### config.mk
export PLATFORM = sky130hd
export DESIGN_NAME = mem_arbiter
export DESIGN_NICKNAME = d
export VERILOG_FILES = /design/src/rtl/mem_arb_pkg.sv /design/src/rtl/mem_arbiter_rr_pick2.sv /design/src/rtl/mem_arbiter.sv
export SDC_FILE = /design/constraint.sdc
export NUM_CORES = 1
export LEC_CHECK = 0
export CAP_MARGIN = 20
export CORE_MARGIN = 5
export CORE_UTILIZATION = 35
export CTS_CLUSTER_DIAMETER = 30
export DETAILED_ROUTE_END_ITERATION = 10
export DONT_BUFFER_PORTS = 1
export PLACE_DENSITY_LB_ADDON = 0.2
export SLEW_MARGIN = 40
export SYNTH_ARGS = -nofsm -noshare
export SYNTH_HDL_FRONTEND = slang
export SYNTH_SLANG_ARGS = --single-unit
### constraint.sdc
create_clock -name clk -period 3 [get_ports clk]
set_input_delay 0.6 -clock clk [delete_from_list [all_inputs] [get_ports clk]]
set_output_delay 0.6 -clock clk [all_outputs]
set_load 0.005 [all_outputs]
### src/rtl/mem_arb_pkg.sv
// Shared types and port identifiers for the unified-memory arbiter.
package mem_arb_pkg;

  typedef enum logic [1:0] {
    IDLE,
    BUSY,
    DONE
  } arb_state_t;

  localparam logic PORT_CPU = 1'b0;
  localparam logic PORT_DMA = 1'b1;

endpackage

### src/rtl/mem_arbiter_rr_pick2.sv
// Combinational two-way round-robin picker: a lone requester wins,
// and a tie goes to the port that was not served last.
module rr_pick2
  import mem_arb_pkg::*;
(
  input  logic [1:0] req,
  input  logic       last,
  output logic       valid,
  output logic       pick
);

  always_comb begin
    valid = |req;
    if (req == 2'b11) begin
      pick = ~last;
    end else if (req[1]) begin
      pick = PORT_DMA;
    end else begin
      pick = PORT_CPU;
    end
  end

endmodule

### src/rtl/mem_arbiter.sv
// Serialises CPU and DMA accesses to one fixed-latency memory with
// round-robin arbitration, one access in flight at a time.
module mem_arbiter
  import mem_arb_pkg::*;
#(
  parameter int unsigned WIDTH   = 32,
  parameter int unsigned ADRW    = 32,
  parameter int unsigned MEM_LAT = 2
) (
  input  logic             clk,
  input  logic             reset,
  input  logic             req0,
  input  logic             we0,
  input  logic [ADRW-1:0]  adr0,
  input  logic [WIDTH-1:0] wd0,
  input  logic             req1,
  input  logic             we1,
  input  logic [ADRW-1:0]  adr1,
  input  logic [WIDTH-1:0] wd1,
  output logic             gnt0,
  output logic             gnt1,
  output logic             done0,
  output logic             done1,
  output logic [WIDTH-1:0] rd0,
  output logic [WIDTH-1:0] rd1,
  output logic             mem_en,
  output logic             mem_we,
  output logic [ADRW-1:0]  mem_adr,
  output logic [WIDTH-1:0] mem_wd,
  input  logic [WIDTH-1:0] mem_rd
);

  localparam int unsigned CW = $clog2(MEM_LAT + 1);
  localparam logic [CW-1:0] CNT_LAST = CW'(MEM_LAT);

  arb_state_t      state_q;
  logic            last_q;
  logic            owner_q;
  logic            we_q;
  logic [CW-1:0]   cnt_q;

  logic            pick_valid;
  logic            pick;
  logic            sel_we;
  logic [ADRW-1:0] sel_adr;
  logic [WIDTH-1:0] sel_wd;

  rr_pick2 u_pick (
    .req   ({req1, req0}),
    .last  (last_q),
    .valid (pick_valid),
    .pick  (pick)
  );

  always_comb begin
    gnt0    = 1'b0;
    gnt1    = 1'b0;
    sel_we  = pick ? we1  : we0;
    sel_adr = pick ? adr1 : adr0;
    sel_wd  = pick ? wd1  : wd0;
    if (state_q == IDLE && pick_valid) begin
      gnt0 = (pick == PORT_CPU);
      gnt1 = (pick == PORT_DMA);
    end
  end

  always_ff @(posedge clk or negedge reset) begin
    if (!reset) begin
      state_q <= IDLE;
      last_q  <= 1'b1;
      owner_q <= 1'b0;
      we_q    <= 1'b0;
      cnt_q   <= '0;
      mem_en  <= 1'b0;
      mem_we  <= 1'b0;
      mem_adr <= '0;
      mem_wd  <= '0;
      done0   <= 1'b0;
      done1   <= 1'b0;
      rd0     <= '0;
      rd1     <= '0;
    end else begin
      // Strobes are single-cycle pulses unless re-armed below.
      mem_en <= 1'b0;
      mem_we <= 1'b0;
      done0  <= 1'b0;
      done1  <= 1'b0;
      unique case (state_q)
        IDLE: begin
          if (pick_valid) begin
            owner_q <= pick;
            we_q    <= sel_we;
            mem_adr <= sel_adr;
            mem_wd  <= sel_wd;
            last_q  <= pick;
            cnt_q   <= '0;
            mem_en  <= 1'b1;
            mem_we  <= sel_we;
            state_q <= BUSY;
          end
        end
        BUSY: begin
          if (we_q || cnt_q == CNT_LAST) begin
            if (!we_q) begin
              if (owner_q == PORT_DMA) rd1 <= mem_rd;
              else                     rd0 <= mem_rd;
            end
            done0   <= (owner_q == PORT_CPU);
            done1   <= (owner_q == PORT_DMA);
            state_q <= DONE;
          end else begin
            cnt_q <= cnt_q + 1'b1;
          end
        end
        DONE: begin
          state_q <= IDLE;
        end
        default: begin
          state_q <= IDLE;
        end
      endcase
    end
  end

endmodule

# == Yosys cells after proc, flatten, opt, wreduce, memory -nomap -nowiden ==
# Cells that the tools add are included.
# Widths: inputs -> output; s select.
# word_totals
reg_bits,139
input_bits,166
output_inout_bits,134
word_cells,55
# classes
add_sub_neg,1
eq_ne,6
n_mux,21
n_bitwise,4
n_reduce_logical,10
# op_table
op,n
$mux 32,2
$mux 1,13
$mux 2,4
$pmux 2 s2,2
$reduce_and 4->1,2
$ne 2x2->1 const B,3
$eq 2x2->1 const B,2
$not 1->1,4
$reduce_and 2->1,2
$reduce_and 3->1,1
$add 2x1->2 const B,1
$eq 2x1->1 const B,1
$logic_not 2->1,1
$reduce_bool 2->1,1
$reduce_or 2->1,1
$logic_and 1x1->1,1
$logic_or 1x1->1,1

# == Depth between registers and ports, before layout ==
# Gate-level depths: netlist of the first run.
# logic_depth
word_depth,5
ltp_mapped,6
depth_no_buf,5

# == Modules after synthesis ==
# Synthesis of the first run repeated with hierarchy kept, for this count alone.
# hier_totals
hier_cells,454
area_unflattened_um2,5850.6
# modules_own_cells
module,n_inst,cells_per_inst,area_per_inst_um2,seq_area_each_um2
mem_arbiter,1,452,5836.8,3479.6
rr_pick2,1,2,13.8,0.0

# == Worst setup path after synthesis of the first run ==
# Ideal clock, no wire load.
# synth_path
path_type,input to output
start,input port req0
end,output port gnt1
arrival_time_ns,1.136
t_required_ns,2.400
setup_slack_ns,1.264
cell_stages,4
n_path_buf,2
cell_sequence,nand2_1 > and3_1 > clkbuf_1 > buf_2
# synth_via
elab_chain_len,3
elab_cells_between_ends,5
classes_between,eq/ne (1); mux (2); reduce/logical (2)
# synth_rtl
element,line,source
from (decl),mem_arbiter.sv:12,"input logic req0,"
$eq 2x2->1 or $reduce_or 2->1 (tied branches),"mem_arbiter_rr_pick2.sv:14, mem_arbiter_rr_pick2.sv:13",
$mux 1 or $logic_and 1x1->1 (tied branches),"mem_arbiter_rr_pick2.sv:14, mem_arbiter.sv:61",
$mux 1 *,mem_arbiter.sv:61,if (state_q == IDLE && pick_valid) begin
to (decl),mem_arbiter.sv:21,"output logic gnt1,"
# Every way passes the cells marked *; elsewhere a longest branch is shown, timed or not.

# == Worst setup path after layout of the first run ==
# layout_path
start,register last_q
end,output port gnt0
# layout_via
elab_chain_len,4
# layout_rtl
element,line,source
from (decl),mem_arbiter.sv:37,logic last_q;
from (signal assigned),mem_arbiter.sv:95,last_q <= pick;
$not 1->1,mem_arbiter_rr_pick2.sv:15,pick = ~last;
$mux 1,mem_arbiter_rr_pick2.sv:14,if (req == 2'b11) begin
$not 1->1,mem_arbiter.sv:62,gnt0 = (pick == PORT_CPU);
$mux 1,mem_arbiter.sv:61,
to (decl),mem_arbiter.sv:20,"output logic gnt0,"
# Every way passes these cells.

==> impl_metrics.yaml, run 1 <==
timing:
  min_period_ns: 2.310
  fin_setup_tns_ns: 0
  whs_ns: -0.1148
  min_period_over_period: 0.7699
  rsz0062_at_grt: "false"
  clock.fmax_mhz: 433.0
  maxSlewHeadroom: 0.5013
  finalWorstSetupSlack_ns: 0.6904
  worstMarginPinSlew_ns: 0.7459
  drv_slew: 0
  setup_viol: 0
  finalHoldViolations: 138
  fin_skew_ns: 0.01056
detailed_routing:
  ant_nets: 0
  vias: 3462
  drt-total-wl_um: 14650
  drc: 0
  wl_per_cell_um: 23.89
  drtPass1Iterations: 4
  avgViaCountPerCell: 5.648
  drt_iter0_drc: 132
placement:
  dp_hpwl_um: 10510
  place_inst: 581
  gp_congestion: 0.7250
  placed_area_um2: 5859
  port_buffers: 0
  place_ws_ns: 0.9058
logic_synthesis:
  synth_warnings: 0
  synth-seq-cells: 139
  mappedNetlistArea_um2: 5713
  ys_seq_area_frac: 0.6091
  syn_area_per_cell_um2: 14.43
  synth_area_leader_cell: "dfrtp_1"
  netlist_instances: 396
  syn_nets: 563
  synth_top_area_share: 0.6045
  ys.flop_type: "dfrtp_1"
  synthArstFlopShare: 1.000
  yosys-top-cells-area: "dfrtp_1 (60%), mux2_2 (12%), a221o_1 (11%)"
  yosysUniqueCellTypes: 31
  synth_edf_count: 0
setup_path:
  cp-endpoint: "gnt0"
  crit_path_start_kind: "flop"
  timing.rr.start: "state_q[1]"
  crit_path_max_fanout: 37
  required_ns: 2.40
  cp-end-kind: "output port"
  rrSetupSlack_ns: 0.95
  ff2ff_path_depth: 4
  startpoint: "last_q"
  crit_type: "reg2out"
  cp.arrival_ns: 1.71
  regToRegEndpoint: "rd1[19]"
layout:
  seqCellArea_um2: 3480
  drive_above_1_share: 0.2695
  stdcell_count: 613
  design_area_um2: 6482
  nFillCells: 1505
  area_growth_pct: 13.47
  nets: 551
  antenna_cells: 0
  multi_input_area_um2: 2028
clocking:
  clock-sinks: 139
  clock_latency_ns: 0.41
  cts-resized-gates: 0
  cts_buffers: 17
  clkTransAtPathRegs_ns: 0.06
  cts_tree: "yes"
  cts-root-buf: "clkbuf_16"
  post_cts_buffers: 0
  clockBufferDepth: 2
  htreeDepth: 4
min_path:
  min_path_type: "in2async"
floorplan:
  die_x_um: 137.8
  core_um2: 15940
  dieArea_um2: 18980
  initial_utilization: 0.3583
  fp.dieH_um: 137.8
  std_cell_rows: 46
  io_pins: 300
pwr:
  irDropWorstVdd_mv: 0.5024
  power.density_nw_per_um2: 1185
  power_mw: 7.679
  power_leakage_nw: 2.729
grt:
  first_global_vias: 3882
  grt_antenna_before_repair: 0
  track_usage: 0.1526
  grt_overflow: 0
  grt_pass1_wl_um: 22140
  grt_max_degree: 140
status:
  failed_checks: "negative hold slack"
  status: "finished, violations left"
flow_run:
  cap_violations: 0
-- state kept, by name, summed over array words and instances, names as in the netlist --
name,flops
last_q,1
rd0,32
mem_we,1
owner_q,1
rd1,32
state_q,2
cnt_q,2
we_q,1
mem_en,1
mem_adr,32
done0,1
done1,1
mem_wd,32
-- layout make-up --
| cell class | count | share of cell area |
|---|---|---|
| flip-flops and latches | 139 | 0.5368 |
| well taps | 216 | 0.04169 |
| repair buffers | 6 | 0.01081 |
| clock inverters | 14 | 0.02837 |
| clock buffers | 18 | 0.06775 |
| inverters | 3 | 0.001737 |
| multi-input cells | 217 | 0.3129 |
-- worst min path at each step --
| stage | startpoint | end | slack, ns |
|---|---|---|---|
| 5_1_grt | reset | rd1[4] | -0.15 |
| 2_1_floorplan | reset | cnt_q[0] | 0.30 |
| 6_report | reset | rd1[4] | -0.11 |
| 3_3_place_gp | reset | rd0[4] | 0.31 |
| 4_1_cts | reset | rd1[24] | -0.15 |
| 3_5_place_dp | reset | rd0[7] | 0.31 |
-- worst max-delay path, stage by stage, from the launching register on --
cell and delay [ns]:
dfstp_2 0.54, nand2b_1 0.10, and3_2 0.65
-- per-layer routing --
layer,part of all wire,GRT usage,vias to the layer above
met5,0,0,-
met4,0.016,0.05049,0
met3,0.13,0.07925,16
met2,0.48,0.2362,213
met1,0.37,0.1839,1731
li1,-,-,1502
-- through the flow --
stage / hold WS (ns) / utilization
3_3_place_gp: 0.3080 / 0.3675
3_5_place_dp: 0.3084 / 0.3675
5_1_grt: -0.1537 / 0.4066
4_1_cts: -0.1453 / 0.4066
6_report: -0.1148 / 0.4066
2_1_floorplan: 0.3044 / -
-- logic make-up (layout without fill, tap and decap cells) --
kind of cell,after synthesis,after routing,share of synthesized area
and+or+nand+nor,15,15,0.01687
AOI/OAI and AO/OA,136,136,0.2063
muxes,65,65,0.1279
DFF,139,139,0.6091
buffers and inverters,40,41,0.03767
adders and majority gates,1,1,0.002190
-- synthesized netlist by cell type, types with 2 or more instances --
master,count
o21a_1,65
buf_1,3
buf_4,3
nor2_1,3
and3_1,2
clkbuf_1,13
buf_2,12
mux2_2,63
a21o_1,2
a221o_1,65
o21ai_0,2
dfrtp_1,138
inv_1,3
buf_6,5
-- cells in the final DEF, fill, tap and decap left out, drive strengths merged, types with 2 or more instances in the layout --
cell    count
clkbuf     18
bufinv      3
o21a       65
a21o        2
o21ai       2
mux2       64
dfrtp     138
inv         9
a221o      65
nor2        3
clkinv      4
buf         6
nor3b       2
and3        2
-- power breakdown --
group,internal [mW],switching (mW),total (mW)
clock,1.35,0.830,2.18
sequential,2.82,0.798,3.62
combinational,1.10,0.784,1.88
No activity file was read; power rests on OpenSTA's default activity.
==> inputs of run 2 (changes only) <==
clock period = 2 ns   (was 3 ns; I/O delays follow)
==> run 2 against run 1 <==
  * The flow still finishes with violations (negative hold slack)
  * Register-to-register slack worse by 0.63 ns
  * Global-route usage is 0.41 points lower
  * Final cell count is 0.33% higher
  * First-iteration DRC count is 27% higher
  * Largest power group unchanged
  * Highest routed layer unchanged
==> impl_metrics.yaml, run 2 (synthesis results as in run 1) <==
placement:
  placed_area_um2: 5919
  port_buffers: 0
  gp_congestion: 0.7498
  dp_hpwl_um: 10260
  place_inst: 584
layout:
  nFillCells: 1476
  stdcell_count: 615
  multi_input_area_um2: 2028
  seqCellArea_um2: 3480
  layout_common_cells: "dfrtp_1 (138), o21a_1 (65), a221o_1 (65)"
  layout_commonest_cell: "dfrtp_1"
  area_growth_pct: 13.82
  nets: 554
  drive_above_1_share: 0.2732
  antenna_cells: 0
  design_area_um2: 6502
flow_run:
  cap_violations: 0
grt:
  grt_pass1_wl_um: 21570
  track_usage: 0.1485
  grt_max_degree: 140
  grt_antenna_before_repair: 0
  first_global_vias: 3923
  grt_overflow: 0
status:
  status: "finished, violations left"
  failed_checks: "negative hold slack"
detailed_routing:
  vias: 3539
  ant_nets: 0
  avgViaCountPerCell: 5.754
  drt-total-wl_um: 14550
  drt_iter0_drc: 167
  drtPass1Iterations: 4
  wl_per_cell_um: 23.67
  drc: 0
clocking:
  cts-root-buf: "clkbuf_16"
  htreeDepth: 4
  clkTransAtPathRegs_ns: 0.06
  post_cts_buffers: 0
  clock-sinks: 139
  clock_latency_ns: 0.40
  cts-resized-gates: 0
  cts_buffers: 17
  clockBufferDepth: 2
  cts_tree: "yes"
floorplan:
  std_cell_rows: 46
  die_x_um: 137.8
  core_um2: 15940
  fp.dieH_um: 137.8
  dieArea_um2: 18980
  initial_utilization: 0.3583
  io_pins: 300
timing:
  min_period_ns: 1.913
  drv_slew: 0
  whs_ns: -0.3054
  min_period_over_period: 0.9566
  maxSlewHeadroom: 0.6954
  setup_viol: 0
  clock.fmax_mhz: 522.7
  worstMarginPinSlew_ns: 0.4558
  fin_skew_ns: 0.006792
  fin_setup_tns_ns: 0
  rsz0062_at_grt: "false"
  finalHoldViolations: 139
setup_path:
  required_ns: 1.60
  crit_path_start_kind: "flop"
  cp-end-kind: "output port"
  cp.arrival_ns: 1.51
  crit_type: "reg2out"
  crit_path_max_fanout: 49
pwr:
  power.density_nw_per_um2: 1748
  power_leakage_nw: 2.727
  irDropWorstVdd_mv: 0.5947
  power_mw: 11.37
min_path:
  min_path_type: "in2async"
[run 2: path summary, 6_finish.rpt]
path                             from         to  slack (ns)  depth (start not counted)
setup / recovery           state_q[1]       gnt0        0.09                          3
hold / removal                  reset     rd1[1]       -0.31                          0
setup reg to reg           state_q[1]  mem_wd[3]        0.32                          4
hold reg to reg              cnt_q[0]   cnt_q[0]        0.48                          1
max in group asynchronous       reset     last_q        2.10                          0
min in group clk            mem_rd[5]     rd0[5]        0.13                          1
[run 2: layout make-up]
type | instances | share of cell area
timing repair buffer | 9 | 0.02001
inverter | 3 | 0.001732
tap | 216 | 0.04156
sequential | 139 | 0.5351
clock buffer | 18 | 0.06754
clock inverter | 13 | 0.02213
multi-input combinational | 217 | 0.3119
[run 2: worst max-delay path, cell delays in order, from the launching register on]
cell and delay (ns):
dfrtp_1 0.41, nor2_1 0.18, and3_2 0.25, buf_12 0.23
[run 2: per-stage QoR]
step / setup WS (ns) / util
floorplan: 0.4570 / -
global placement: 0.3707 / 0.3713
detailed placement: 0.3289 / 0.3713
CTS: 0.05690 / 0.4079
global route: 0.004565 / 0.4079
finish: 0.08684 / 0.4079
[run 2: where the power goes]
part           leakage, nW  total [mW]  internal (mW)  switching, mW
sequential            1.68        5.42           4.23           1.19
combinational        0.777        2.89           1.70           1.19
clock                0.275        3.06           1.87           1.19
[run 2: layer usage]
layer | GRT usage | up-vias | share of wire
li1 | - | 1509 | -
met1 | 0.1725 | 1783 | 0.36
met2 | 0.2343 | 221 | 0.48
met3 | 0.06866 | 26 | 0.13
met4 | 0.06806 | 0 | 0.023
met5 | 0 | - | 0
